**src/rtl/pushbutton_conditioner.sv**
```systemverilog
// rtl/pushbutton_conditioner.sv - per-channel synchronizer, debouncer and press/release/toggle generator
//
// Purpose:
//   Conditions asynchronous active-high push-button pins into glitch-free
//   signals. Each channel is synchronized, debounced by counting consecutive
//   samples that disagree with the stable level, and then produces a level,
//   one-cycle press/release pulses and a press-toggled latch.
//
// Parameters:
//   N_BUTTONS       - number of independent channels
//   SYNC_STAGES     - synchronizer depth (>= 2)
//   DEBOUNCE_CYCLES - consecutive mismatching samples needed to accept a change (>= 1)
//
// Ports:
//   clk         - single rising-edge clock
//   rst_n       - asynchronous active-low reset
//   btn_raw     - raw pins, 1 = pressed, asynchronous to clk
//   btn_level   - debounced level (registered)
//   btn_press   - one-cycle pulse on the first cycle of a new high level
//   btn_release - one-cycle pulse on the first cycle of a new low level
//   btn_toggle  - inverts on every accepted press

module pushbutton_conditioner #(
  parameter int N_BUTTONS       = 2,
  parameter int SYNC_STAGES     = 2,
  parameter int DEBOUNCE_CYCLES = 16
) (
  input  logic                 clk,
  input  logic                 rst_n,
  input  logic [N_BUTTONS-1:0] btn_raw,
  output logic [N_BUTTONS-1:0] btn_level,
  output logic [N_BUTTONS-1:0] btn_press,
  output logic [N_BUTTONS-1:0] btn_release,
  output logic [N_BUTTONS-1:0] btn_toggle
);

  localparam int CNT_W = (DEBOUNCE_CYCLES > 1) ? $clog2(DEBOUNCE_CYCLES) : 1;
  localparam logic [CNT_W-1:0] CNT_MAX = CNT_W'(DEBOUNCE_CYCLES - 1);

  typedef enum logic [1:0] {
    STABLE_LO = 2'b00,
    PEND_HI   = 2'b01,
    STABLE_HI = 2'b10,
    PEND_LO   = 2'b11
  } db_state_t;

  for (genvar i = 0; i < N_BUTTONS; i++) begin : g_chan
    logic [SYNC_STAGES-1:0] sync_q;
    logic                   sample;
    logic                   stable_level;
    db_state_t              state_q;
    logic [CNT_W-1:0]       cnt_q;
    logic                   level_q;
    logic                   press_q;
    logic                   rls_q;
    logic                   toggle_q;

    // Shift register synchronizer; the last stage is the debouncer's sample.
    always_ff @(posedge clk or negedge rst_n) begin
      if (!rst_n) begin
        sync_q <= '0;
      end else begin
        sync_q <= {sync_q[SYNC_STAGES-2:0], btn_raw[i]};
      end
    end

    assign sample       = sync_q[SYNC_STAGES-1];
    assign stable_level = (state_q == STABLE_HI) || (state_q == PEND_LO);

    // Debounce FSM. The counter holds the length of the current run of
    // samples disagreeing with the stable level; any agreeing sample aborts
    // the run, and the run's last permitted sample commits the new level.
    always_ff @(posedge clk or negedge rst_n) begin
      if (!rst_n) begin
        state_q  <= STABLE_LO;
        cnt_q    <= '0;
        level_q  <= 1'b0;
        press_q  <= 1'b0;
        rls_q    <= 1'b0;
        toggle_q <= 1'b0;
      end else begin
        press_q <= 1'b0;
        rls_q   <= 1'b0;
        if (sample == stable_level) begin
          cnt_q   <= '0;
          state_q <= stable_level ? STABLE_HI : STABLE_LO;
        end else if (cnt_q != CNT_MAX) begin
          cnt_q   <= cnt_q + 1'b1;
          state_q <= stable_level ? PEND_LO : PEND_HI;
        end else begin
          cnt_q   <= '0;
          level_q <= sample;
          state_q <= sample ? STABLE_HI : STABLE_LO;
          if (sample) begin
            press_q  <= 1'b1;
            toggle_q <= ~toggle_q;
          end else begin
            rls_q <= 1'b1;
          end
        end
      end
    end

    assign btn_level[i]   = level_q;
    assign btn_press[i]   = press_q;
    assign btn_release[i] = rls_q;
    assign btn_toggle[i]  = toggle_q;
  end

endmodule

```
**config.mk**
```make
export PLATFORM = sky130hd
export DESIGN_NAME = pushbutton_conditioner
export DESIGN_NICKNAME = d
export VERILOG_FILES = /design/src/rtl/pushbutton_conditioner.sv
export SDC_FILE = /design/constraint.sdc
export NUM_CORES = 1
export LEC_CHECK = 0
export ABC_AREA = 1
export CAP_MARGIN = 5
export CORE_MARGIN = 3
export CORE_UTILIZATION = 55
export CTS_BUF_LIST = sky130_fd_sc_hd__clkbuf_16
export DETAILED_ROUTE_END_ITERATION = 6
export PLACE_DENSITY = 0.88
export REMOVE_ABC_BUFFERS = 1
export SYNTH_ARGS = -nofsm -noshare
export SYNTH_HDL_FRONTEND = slang
export SYNTH_SLANG_ARGS = --single-unit
```
**constraint.sdc**
```tcl
create_clock -name clk -period 2.4 [get_ports clk]
set_input_delay 0.48 -clock clk [delete_from_list [all_inputs] [get_ports clk]]
set_output_delay 0.48 -clock clk [all_outputs]
set_load 0.1 [all_outputs]
```
==> results_dict.tcl <==
set metrics [dict create \
    setup_viol_count_final 0 \
    routed_wire_length_per_instance_um 11.6 \
    syn_avg_cell_area_um2 9.60 \
    groute.usage.overall 0.148 \
    worst_slew_margin_rel 0.815 \
    setup-tns-final_ns 0 \
    clkLatencyLatePin_ns 0.25 \
    antenna_found_initial 0 \
    seqPwrFrac 0.510 \
    synthCells 97 \
    async_flop_share 1.00 \
    synth_commonest_cells "27 x nand2_1, 22 x dfrtp_1, 12 x inv_1, 12 x nor2_1, 8 x buf_4" \
    grt_overflow 0 \
    cts_buffers 3 \
    rr_worst_depth 4 \
    synthDistinctLibCells 16 \
    cp-end-kind "output pin" \
    viasPerCell 5.15 \
    hold_path_class "reg2reg" \
    antenna_left 0 \
    hold_violations 0 \
    post-route-util 0.692 \
    critPathMaxFanout 3 \
    die_width_um 47.1 \
    synth_area_leaders "dfrtp_1 59%, nand2_1 11%, buf_4 6.5%" \
    hold_depth 0 \
    r2r_slack_ns 1.21 \
    fin_crit_sh 0.580 \
    cpPeakStageDelay_ns 0.36 \
    irDropWorstVdd_v 0.000537 \
    diodes 0 \
    leakagePower_nw 0.550 \
    die_height_um 47.1 \
    period_minus_slack_ns 1.39 \
    postCtsSetupBuffers 0 \
    cts_tree "built" \
    pwr-share-comb 0.047 \
    num_vias 623 \
    synth_seq_cells 22 \
    slew_viol_final 0 \
    finalPower_uw 771 \
    crit_chain "buf_4" \
    grt_pass1_vias 551 \
    r2r_end "g_chan[0].level_q$_DFFE_PN0P_" \
    fillCellCount 109 \
    synth_most_common_cell "nand2_1" \
    synth_top_area_share 0.591 \
    min_from "g_chan[1].sync_q[0]$_DFF_PN0_" \
    htreeDepth 1 \
    row_count 14 \
    place_hpwl_um 981 \
    synth-edff-count 0 \
    drive_gt1_frac 0.152 \
    critPathLaunchType "flop" \
    r2r_start "g_chan[0].cnt_q[0]$_DFF_PN0_" \
    synth.cell_area_um2 931 \
    fin_skew_ns 0.00103 \
    yosysSeqAreaShare 0.591 \
    slowest_stage "dfrtp_1" \
    p_int_uw 619 \
    worst_slew_pin_slew_ns 0.280 \
    p_per_area_nw_per_um2 722 \
    synth_top_area_cell "dfrtp_1" \
    core-area_um2 1540 \
    wl_um 1400 \
    pin_count 12 \
    crit_buf_inv 1 \
    ys.flop_type "dfrtp_1" \
    required_ns 1.92 \
    syn_to_final_growth_pct 14.7 \
    cts_resized 0 \
    pwr-share-clk 0.443 \
    grt_max_degree 23 \
    rsz0062_at_grt "false" \
    p_switching_uw 151 \
    first_pass_iters 4 \
    clkTransAtPathRegs_ns 0.06 \
    synth_warnings 0 \
    cp.arrival_ns 0.91 \
    grt_pass1_wl_um 2280 \
    maxClockFrequency_mhz 718 \
    drtIter0Drc 14 \
    holdPathEnd "g_chan[1].sync_q[1]$_DFF_PN0_" \
    root_buffer "clkbuf_16" \
    port_buffers 11 \
    cts.sinks 22 \
    nets 112 \
    swShare 0.197 \
    crit_type "reg2out" \
    ctsLongestPathBuffers 2 \
    status "finished, final reports clean" \
    gp_congestion 0.795 \
    cp_top_family "flip-flops" \
    maxCapViolCount 0 \
    initial_utilization 0.604 \
    drcViolationCount 0 \
    postCtsHoldBufs 0 \
    die-area_um2 2220 \
]
==> logic make-up (layout without fill, tap and decap cells) <==
| family | Yosys count | in the layout | synth area share |
|---|---|---|---|
| AO/OA/AOI/OAI | 5 | 5 | 0.0296 |
| XOR/XNOR | 1 | 1 | 0.00941 |
| adder cells (fa/ha/maj) | 2 | 2 | 0.0269 |
| buffers and inverters | 20 | 28 | 0.113 |
| flip-flops | 22 | 22 | 0.591 |
| AND/OR/NAND/NOR | 47 | 47 | 0.230 |
==> per-stage QoR <==
step                      setup WS (ns)  std cells  hold WS [ns]  area (µm²)
after floorplan                    1.01         89         0.184         871
after global placement             1.29        117         0.333         988
after detailed placement           1.27        117         0.342         988
after CTS                          1.00        121         0.355        1070
after global routing              0.960        121         0.355        1070
final                              1.01        121         0.352        1070
==> cells in the final DEF (no fill, tap or decap) <==
master           netlist  routed
o21ai_0                3       3
nand3_1                2       2
nor2_1                12      12
buf_4                  8       9
clkinv_1               0       1
xnor2_1                1       1
nand2_1               27      27
clkbuf_16              0       3
nor2_4                 1       1
a21boi_0               1       1
inv_1                 12      12
nand3_2                1       1
ha_1                   2       2
nand3_4                1       1
o21ai_1                1       1
dfrtp_1               22      22
clkdlybuf4s50_1        0       3
nor2_2                 1       1
nand4_1                2       2
==> final cells by class <==
| cell class | count | area (µm²) | area share |
|---|---|---|---|
| Tap cell | 16 | 20.0 | 0.0188 |
| Multi-Input combinational cell | 55 | 275 | 0.258 |
| Inverter | 12 | 45.0 | 0.0422 |
| Sequential cell | 22 | 551 | 0.516 |
| Clock buffer | 3 | 75.1 | 0.0703 |
| Timing Repair Buffer | 12 | 97.6 | 0.0914 |
| Clock inverter | 1 | 3.75 | 0.00352 |
==> power groups by stage <==
| stage | combinational, mW | clock (mW) | sequential [mW] |
|---|---|---|---|
| 2_1_floorplan | 0.0187 | 0 | 0.398 |
| 3_3_place_gp | 0.0345 | 0 | 0.399 |
| 3_5_place_dp | 0.0361 | 0 | 0.400 |
| 4_1_cts | 0.0374 | 0.350 | 0.393 |
| 5_1_grt | 0.0420 | 0.363 | 0.394 |
| 6_report | 0.0360 | 0.342 | 0.393 |
==> worst max path at each step <==
stage                                        start                       endpoint  slack [ns]  depth (start not counted)
CTS                 g_chan[0].toggle_q$_DFFE_PN0P_                  btn_toggle[0]        1.00                          1
detailed placement    g_chan[0].cnt_q[0]$_DFF_PN0_  g_chan[0].level_q$_DFFE_PN0P_        1.27                          4
global route        g_chan[1].toggle_q$_DFFE_PN0P_                  btn_toggle[1]        0.96                          1
global placement    g_chan[0].toggle_q$_DFFE_PN0P_                  btn_toggle[0]        1.29                          1
finish              g_chan[0].toggle_q$_DFFE_PN0P_                  btn_toggle[0]        1.01                          1
floorplan           g_chan[0].toggle_q$_DFFE_PN0P_                  btn_toggle[0]        1.01                          0
==> flip-flops by register name, summed over array words and instances, names as in the netlist <==
register,flops
g_chan.sync_q,4
g_chan.toggle_q,2
g_chan.cnt_q,8
g_chan.rls_q,2
g_chan.level_q,2
g_chan.state_q,2
g_chan.press_q,2
==> routing by layer <==
layer  GRT usage  vias up  part of all wire
met3      0.0268        4             0.049
met5           0        -                 0
li1            -      306                 -
met4      0.0884        0             0.015
met1       0.172      292              0.42
met2       0.252       21              0.51
(Power assumes the default switching activity.)
